--- src/rtl/piso_pkg.sv ---
// Shared definitions for the parallel-in / serial-out serializer.
package piso_pkg;

  // Default parallel word width and clocks per serial bit.
  localparam int unsigned DEF_DATA_W = 8;
  localparam int unsigned DEF_DIV    = 4;

  // Controller states. The unused code 2'd3 is folded back to ST_IDLE.
  typedef enum logic [1:0] {
    ST_IDLE  = 2'd0,
    ST_SHIFT = 2'd1,
    ST_DONE  = 2'd2
  } state_e;

  // Width of a counter that must count 0..n-1. It is never narrower than one bit.
  function automatic int unsigned cnt_width(input int unsigned n);
    return (n > 1) ? $clog2(n) : 1;
  endfunction

endpackage

--- src/rtl/bit_tick.sv ---
// Modulo-DIV bit timer. It produces a one-cycle tick on the last cycle of each bit period and
// flags the first cycle of each period.
module bit_tick
  import piso_pkg::*;
#(
  parameter int unsigned DIV = DEF_DIV
) (
  input  logic clk,
  input  logic rst_n,
  input  logic clear,
  input  logic en,
  output logic tick,
  output logic first
);

  localparam int unsigned     CntW    = cnt_width(DIV);
  localparam logic [CntW-1:0] LastCnt = CntW'(DIV - 1);

  logic [CntW-1:0] cnt_q, cnt_d;

  // Next count. Clear has priority, and the count wraps after DIV enabled cycles.
  always_comb begin
    cnt_d = cnt_q;
    if (clear) begin
      cnt_d = '0;
    end else if (en) begin
      cnt_d = (cnt_q == LastCnt) ? '0 : cnt_q + CntW'(1);
    end
  end

  // Count register.
  always_ff @(posedge clk or negedge rst_n) begin
    if (!rst_n) begin
      cnt_q <= '0;
    end else begin
      cnt_q <= cnt_d;
    end
  end

  assign tick  = en && (cnt_q == LastCnt);
  assign first = en && (cnt_q == '0);

endmodule

--- src/rtl/piso_serializer.sv ---
// Parallel-in / serial-out serializer. It accepts one word per valid/ready handshake and shifts
// the word out on d_o. Each bit is held for DIV clocks. A done pulse follows the last bit.
module piso_serializer
  import piso_pkg::*;
#(
  parameter int unsigned DATA_W    = DEF_DATA_W,
  parameter int unsigned DIV       = DEF_DIV,
  parameter bit          MSB_FIRST = 1'b1
) (
  input  logic              clk_i,
  input  logic              rst_i,
  input  logic [DATA_W-1:0] data_i,
  input  logic              valid_i,
  output logic              ready_o,
  output logic              d_o,
  output logic              bit_en_o,
  output logic              busy_o,
  output logic              done_o
);

  // The bit counter counts completed bits 0..DATA_W.
  localparam int unsigned        BitCntW = $clog2(DATA_W + 1);
  localparam logic [BitCntW-1:0] LastBit = BitCntW'(DATA_W - 1);

  state_e              state_q, state_d;
  logic [DATA_W-1:0]   shreg_q, shreg_d;
  logic [BitCntW-1:0]  bit_cnt_q, bit_cnt_d;
  logic                handshake;
  logic                shifting;
  logic                tick;
  logic                first;

  assign handshake = valid_i && (state_q == ST_IDLE);
  assign shifting  = (state_q == ST_SHIFT);

  bit_tick #(
    .DIV (DIV)
  ) u_bit_tick (
    .clk   (clk_i),
    .rst_n (rst_i),
    .clear (handshake),
    .en    (shifting),
    .tick  (tick),
    .first (first)
  );

  // State register.
  always_ff @(posedge clk_i or negedge rst_i) begin
    if (!rst_i) begin
      state_q <= ST_IDLE;
    end else begin
      state_q <= state_d;
    end
  end

  // Next-state logic. Leave SHIFT when the last bit period ends.
  always_comb begin
    state_d = state_q;
    case (state_q)
      ST_IDLE:  if (handshake) state_d = ST_SHIFT;
      ST_SHIFT: if (tick && (bit_cnt_q == LastBit)) state_d = ST_DONE;
      ST_DONE:  state_d = ST_IDLE;
      default:  state_d = ST_IDLE;
    endcase
  end

  // Next values for the shift register and the bit counter. A handshake loads both.
  // Each bit-period tick advances both.
  always_comb begin
    shreg_d   = shreg_q;
    bit_cnt_d = bit_cnt_q;
    if (handshake) begin
      shreg_d   = data_i;
      bit_cnt_d = '0;
    end else if (shifting && tick) begin
      if (MSB_FIRST) begin
        shreg_d = {shreg_q[DATA_W-2:0], 1'b0};
      end else begin
        shreg_d = {1'b0, shreg_q[DATA_W-1:1]};
      end
      bit_cnt_d = bit_cnt_q + BitCntW'(1);
    end
  end

  // Shift register and bit counter registers.
  always_ff @(posedge clk_i or negedge rst_i) begin
    if (!rst_i) begin
      shreg_q   <= '0;
      bit_cnt_q <= '0;
    end else begin
      shreg_q   <= shreg_d;
      bit_cnt_q <= bit_cnt_d;
    end
  end

  // Outputs are decoded from the current state. d_o is the outgoing end of the shift register.
  always_comb begin
    ready_o  = 1'b0;
    busy_o   = 1'b0;
    d_o      = 1'b0;
    bit_en_o = 1'b0;
    done_o   = 1'b0;
    case (state_q)
      ST_IDLE: ready_o = 1'b1;
      ST_SHIFT: begin
        busy_o   = 1'b1;
        d_o      = MSB_FIRST ? shreg_q[DATA_W-1] : shreg_q[0];
        bit_en_o = first;
      end
      ST_DONE: done_o = 1'b1;
      default: ;
    endcase
  end

endmodule

--- config.mk ---
export PLATFORM = sky130hd
export DESIGN_NAME = piso_serializer
export DESIGN_NICKNAME = d
export VERILOG_FILES = /design/src/rtl/piso_pkg.sv /design/src/rtl/bit_tick.sv /design/src/rtl/piso_serializer.sv
export SDC_FILE = /design/constraint.sdc
export NUM_CORES = 1
export LEC_CHECK = 0
export ABC_AREA = 0
export CORE_ASPECT_RATIO = 0.7
export CORE_MARGIN = 2
export CORE_UTILIZATION = 40
export DETAILED_ROUTE_END_ITERATION = 8
export GPL_ROUTABILITY_DRIVEN = 0
export HOLD_SLACK_MARGIN = 0.12
export PLACE_DENSITY = 0.67
export SKIP_CTS_REPAIR_TIMING = 1
export SYNTH_ARGS = -nofsm -noshare
export SYNTH_HDL_FRONTEND = slang
export SYNTH_HIERARCHICAL = 1
export SYNTH_SLANG_ARGS = --single-unit
--- constraint.sdc ---
create_clock -name clk_i -period 1.6 [get_ports clk_i]
set_input_delay 0.32 -clock clk_i [delete_from_list [all_inputs] [get_ports clk_i]]
set_output_delay 0.32 -clock clk_i [all_outputs]
set_load 0.02 [all_outputs]
==> flow_summary_export.csv, run 1 <==
group,metric,value,unit
global_routing,busiest_layer,"met1",
placed_design,pre_cts_slack,-157.7,ps
yosys,yosys.cell_types.count,29,
sta,fmax,584.9,MHz
clock_tree,cts_inserted_buffers,3,
power,power,2.048,mW
drt,finalWirelength,1719,um
drt,drtAntennaViolNets,0,
clock_tree,cts_sinks,16,
setup_path,cp.arrival,1390,ps
final_layout,fill_cells,177,
power,irDropWorstVdd,0.001137,V
sta,slew-limit-headroom,84.96,%
die,die-area,2422,um^2
final_layout,final_common_cell,"dfrtp_1",
final_layout,layout_common_cells,"dfrtp_1 (16), buf_4 (15), nor2_1 (10), clkdlybuf4s50_1 (10)",
placed_design,numPortBuffers,15,
run_status,violations,"negative setup slack",
sta,finalSetupTns,-109.8,ps
sta,period_share,106.9,%
min_path,min_path_type,"in2async",
clock_tree,cts-htree-levels,1,
yosys,ys_warn_count,6,
final_layout,layout-area-overhead-vs-synth,38.04,%
drt,drc_errors,0,
setup_path,startpoint_type,"register",
clock_tree,clockBufferDepth,2,
sta,slew_viol_final,0,
global_routing,use_met2,22.05,%
sta,setup_ws,-109.8,ps
final_layout,drive_gt1_share,35.19,%
setup_path,critPathMaxStageDelay,370,ps
global_routing,gr-total-overflow,0,
yosys,syn_area,815.8,um^2
die,die_w,57.98,um
drt,wl_per_cell,13.22,um
yosys,ys_ff_latch,16,
run,maxCapViolations,0,
final_layout,stdcell_count,130,
die,initial_core_util,43.24,%
clock_tree,cts.root.buffer_cell,"clkbuf_4",
sta,rsz0062_at_grt,"true",
sta,worst_slew_pin_slew,223.7,ps
setup_path,cp_max_fo,2,
drt,first_pass_iters,3,
global_routing,grt_antenna_before_repair,0,
final_layout,antenna_cells,0,
global_routing,use_met3,6.542,%
final_layout,final_nets,123,
yosys,syn_nets,92,
power,p_leak,0.5470,nW
setup_path,crit_path_cell_trace,"inv_1 -> ha_1 -> and2_2 -> and2_1 -> clkbuf_2",
sta,hold_viol,0,
placed_design,dp.cells,125,
yosys,avgSynthCellArea,10.46,um^2
die,ios,16,
clock_tree,clock_latency,300,ps
setup_path,cp_slowest_cell,"dfrtp_1",
run_status,status,"finished with violations",
drt,dr_total_vias,669,
sta,setup_viol,1,
yosys,netlist_instances,78,
setup_path,required,1280,ps
placed_design,hpwlAfterDp,1221,um
drt,drt-vias-per-instance,5.146,
die,rows,13,
global_routing,grt_use_total,16.47,%
sta,clock_skew,7.730,ps
setup_path,critPathCaptureType,"output pin",
drt,drt_iter0_drc,7,
global_routing,grt_start_max_net_pins,17,
power,powerDensity,1819,nW/um^2
sta,fin_crit,1710,ps
die,core,1887,um^2
clock_tree,path_clk_slew,110,ps
setup_path,setup.worst_path.class,"reg2out",
global_routing,grt_pass1_wl,2960,um
global_routing,use_met1,23.91,%
die,die_y,41.79,um
clock_tree,cts_tree,"yes",
yosys,seq_area_frac_synth,49.08,%
global_routing,grt_pass1_vias,657,
## cell usage after synthesis
master | n | area share [%]
buf_4 | 1 | 0.92
nor2b_1 | 1 | 0.77
nor2_1 | 10 | 4.6
ha_1 | 3 | 4.6
nand3b_1 | 1 | 0.92
dfrtp_1 | 16 | 49
a22o_1 | 2 | 2.1
inv_1 | 3 | 1.4
and2_1 | 3 | 2.3
inv_2 | 1 | 0.46
buf_6 | 2 | 2.8
and4b_1 | 1 | 1.2
o21ai_0 | 2 | 1.2
a21oi_2 | 6 | 6.4
nand2_1 | 5 | 2.3
a22oi_1 | 1 | 0.92
and3b_1 | 1 | 1.1
nand4b_1 | 1 | 1.1
xor2_1 | 1 | 1.1
nand4_1 | 1 | 0.77
nand2b_1 | 1 | 0.77
o31ai_1 | 1 | 0.92
nor3_1 | 3 | 1.8
and2_2 | 2 | 1.8
nand3_1 | 2 | 1.2
o22ai_1 | 3 | 2.3
or3b_4 | 1 | 1.4
mux2i_1 | 2 | 2.5
or4b_1 | 1 | 1.2
## through the flow
step	cell area, um^2	hold WS [ps]	util (%)
after detailed placement	1061	466.3	56.23
after global routing	1126	342.5	59.68
after global placement	1061	459.6	56.23
after floorplan	815.8	24.41	-
final	1126	326.5	59.68
after CTS	1097	335.5	58.16
## where the power goes
part           leakage (nW)  internal [mW]  switching [mW]
registers             0.193          0.593           0.129
clock network        0.0210          0.139           0.144
logic                 0.333          0.539           0.505
total                 0.547           1.27           0.778
## worst paths after layout
path | slack, ps | to | from | depth (start not counted)
setup / recovery | -110 | bit_en_o | u_bit_tick/cnt_q[0]$_DFFE_PN0P_ | 5
hold / removal | 330 | u_bit_tick/cnt_q[1]$_DFFE_PN0P_ | rst_i | 2
setup reg to reg | 40 | shreg_q[1]$_DFFE_PN0P_ | u_bit_tick/cnt_q[0]$_DFFE_PN0P_ | 7
hold reg to reg | 480 | bit_cnt_q[3]$_DFFE_PN0P_ | bit_cnt_q[3]$_DFFE_PN0P_ | 1
max in group asynchronous | 1080 | bit_cnt_q[3]$_DFFE_PN0P_ | rst_i | 2
min in group clk_i | 480 | bit_cnt_q[3]$_DFFE_PN0P_ | bit_cnt_q[3]$_DFFE_PN0P_ | 1
## kinds of logic (layout without fill, tap and decap cells)
kind of cell,Yosys count,after routing,share of synthesized area [%]
simple gates,34,34,23.32
flops,16,16,49.08
compound gates,15,15,13.96
buf+inv,7,37,5.521
fa+ha+maj,3,3,4.602
mux,2,2,2.454
xor+xnor,1,1,1.074
## routing by layer
metal	share of wire (%)	vias to the layer above
met5	0	-
met4	1.4	0
met3	4.9	4
met2	42	13
met1	52	319
li1	-	333
## state kept, by name, indices dropped and copies added (netlist names)
register,cells
u_bit_tick/cnt_q,2
bit_cnt_q,4
state_q,2
shreg_q,8
## final cells by class
cell class / instances / area [um^2] / share of cell area [%]
repair buffers: 29 / 246.5 / 21.89
flip-flops and latches: 16 / 400.4 / 35.56
inverters: 4 / 15.01 / 1.333
multi-input cells: 55 / 400.4 / 35.56
clock buffers: 4 / 36.28 / 3.222
well taps: 22 / 27.53 / 2.444
## critical path: cells and delay by family, from the launching register on
kind,cells,cell delay (ps)
AND/OR/NAND/NOR,2,320
buffers and inverters,2,210
adder cells (fa/ha/maj),1,190
flip-flops,1,370
Note: power is estimated with default switching activity, not from simulation.
==> run 2: changes to the inputs <==
- CAP_MARGIN: unset -> 20
==> results of run 2 <==
No change in the layout: final DEF, timing and power equal those of run 1.
==> run 3: changes to the inputs <==
- CORE_MARGIN: 2 -> unset
- SLEW_MARGIN: unset -> 15
==> run 3 against run 2 <==
Effect of this change:
- the run still ends with negative setup slack left
- die area decreased by 8.1%
- flip-flop and latch count unchanged
- non-clock buffer count increased by 1
- fmax increased by 1.5%
- setup slack better by 26 ps
- final cell count is 0.77% higher
- cell area increased by 3.9%
- register-to-register slack is essentially flat
- via count down 1.8%
- combinational power grew 9%
- critical endpoint unchanged
- highest routed layer unchanged
==> flow_summary_export.csv, run 3 (same netlist as run 1, synthesis figures left out) <==
group,metric,value,unit
run_status,status,"finished with violations",
run_status,violations,"negative setup slack",
placed_design,numPortBuffers,15,
global_routing,grt_use_total,17.15,%
final_layout,reg_top3,"shreg_q: 8 flops, bit_cnt_q: 4 flops",
sta,slew_viol_final,0,
run,maxCapViolations,0,
final_layout,final_common_cell,"dfrtp_1",
drt,wl_per_cell,12.98,um
setup_path,critPathCaptureType,"output pin",
setup_path,crit_start,"u_bit_tick/cnt_q[0]$_DFFE_PN0P_",
sta,slew-limit-headroom,85.91,%
final_layout,drive_gt1_share,39.45,%
sta,fin_crit,1684,ps
die,die-area,2227,um^2
die,initial_core_util,43.24,%
drt,dr_total_vias,657,
placed_design,hpwlAfterDp,1207,um
drt,drt-vias-per-instance,5.015,
clock_tree,cts_sinks,16,
power,p_leak,0.5471,nW
sta,period_share,105.2,%
sta,fmax,593.9,MHz
final_layout,largest_reg_flops,8,
clock_tree,cts.root.buffer_cell,"clkbuf_4",
global_routing,grt_antenna_before_repair,0,
die,rows,13,
sta,rsz0062_at_grt,"true",
min_path,min_path_type,"in2async",
die,core,1887,um^2
drt,drc_errors,0,
clock_tree,path_clk_slew,100,ps
sta,setup_viol,1,
global_routing,grt_start_max_net_pins,17,
setup_path,setup.worst_path.class,"reg2out",
sta,clock_skew,2.608,ps
global_routing,gr-total-overflow,0,
die,die_w,55.98,um
placed_design,pre_cts_slack,-153.7,ps
setup_path,cp.arrival,1360,ps
final_layout,final_nets,124,
setup_path,startpoint_type,"register",
setup_path,cp_max_fo,2,
sta,finalSetupTns,-83.85,ps
power,powerDensity,1824,nW/um^2
drt,drtAntennaViolNets,0,
clock_tree,cts_tree,"yes",
die,ios,16,
sta,hold_viol,0,
setup_path,r2r-start,"u_bit_tick/cnt_q[0]$_DFFE_PN0P_",
final_layout,antenna_cells,0,
final_layout,layout_common_cells,"dfrtp_1 (16), buf_4 (14), nor2_1 (10), clkdlybuf4s50_1 (10), nand2_1 (5)",
power,irDropWorstVdd,0.0009638,V
global_routing,grt_pass1_wl,2677,um
drt,drt_iter0_drc,17,
drt,first_pass_iters,4,
die,die_y,39.79,um
drt,finalWirelength,1701,um
clock_tree,cts-htree-levels,1,
clock_tree,cts_inserted_buffers,3,
global_routing,grt_pass1_vias,569,
clock_tree,clock_latency,290,ps
sta,worst_slew_pin_slew,211.3,ps
sta,setup_ws,-83.85,ps
setup_path,required,1280,ps
final_layout,top_register,"shreg_q",
final_layout,layout-area-overhead-vs-synth,43.40,%
clock_tree,clockBufferDepth,2,
run 3: changes by cell type in the layout (fill, tap and decap cells not counted), sizes merged:
cell          previous run  this run
buf                     16        18
dlymetal6s2s             1         0
run 3: report_power, final:
| part | internal, mW | switching, mW | total (mW) |
|---|---|---|---|
| clock network | 0.139 | 0.136 | 0.275 |
| logic | 0.595 | 0.533 | 1.13 |
| registers | 0.593 | 0.138 | 0.731 |
| total | 1.33 | 0.807 | 2.13 |
run 3: layout make-up:
| cell class | instances | area [um^2] |
|---|---|---|
| well taps | 22 | 27.53 |
| fillers | 181 | 716.9 |
| flip-flops and latches | 16 | 400.4 |
| inverters | 4 | 15.01 |
| repair buffers | 30 | 260.3 |
| clock buffers | 4 | 36.28 |
| multi-input cells | 55 | 430.4 |
run 3: worst paths after layout:
| check | slack [ps] | endpoint | cells past startpoint |
|---|---|---|---|
| worst max-delay path | -80 | bit_en_o | 5 |
| worst min-delay path | 330 | shreg_q[3]$_DFFE_PN0P_ | 2 |
| worst max register to register | 40 | shreg_q[5]$_DFFE_PN0P_ | 7 |
| worst min register to register | 470 | bit_cnt_q[3]$_DFFE_PN0P_ | 1 |
| max in group asynchronous | 1090 | shreg_q[1]$_DFFE_PN0P_ | 2 |
| min in group clk_i | 470 | bit_cnt_q[3]$_DFFE_PN0P_ | 1 |
run 3: critical path, stage by stage, from the launching register on:
cell and delay, ps:
dfrtp_1 360, inv_1 60, ha_1 200, and2_2 180, and2_1 120, buf_2 150
run 3: per-stage QoR:
| step | cell area (um^2) | instances | power, mW | util [%] | hold slack [ps] |
|---|---|---|---|---|---|
| 6_report | 1170 | 131 | 2.134 | 62.00 | 329.6 |
| 5_1_grt | 1170 | 131 | 2.288 | 62.00 | 352.2 |
| 4_1_cts | 1110 | 129 | 2.050 | 58.82 | 325.5 |
| 3_5_place_dp | 1074 | 125 | 1.766 | 56.90 | 463.7 |
| 3_3_place_gp | 1074 | 125 | 1.723 | 56.90 | 457.5 |
| 2_1_floorplan | 815.8 | 78 | 1.338 | - | 24.41 |
run 3: routing by layer:
metal	routed length, um	GRT usage, %
met5	0	0
met4	24	7.317
met3	74	6.271
met2	744	26.49
met1	857	21.93
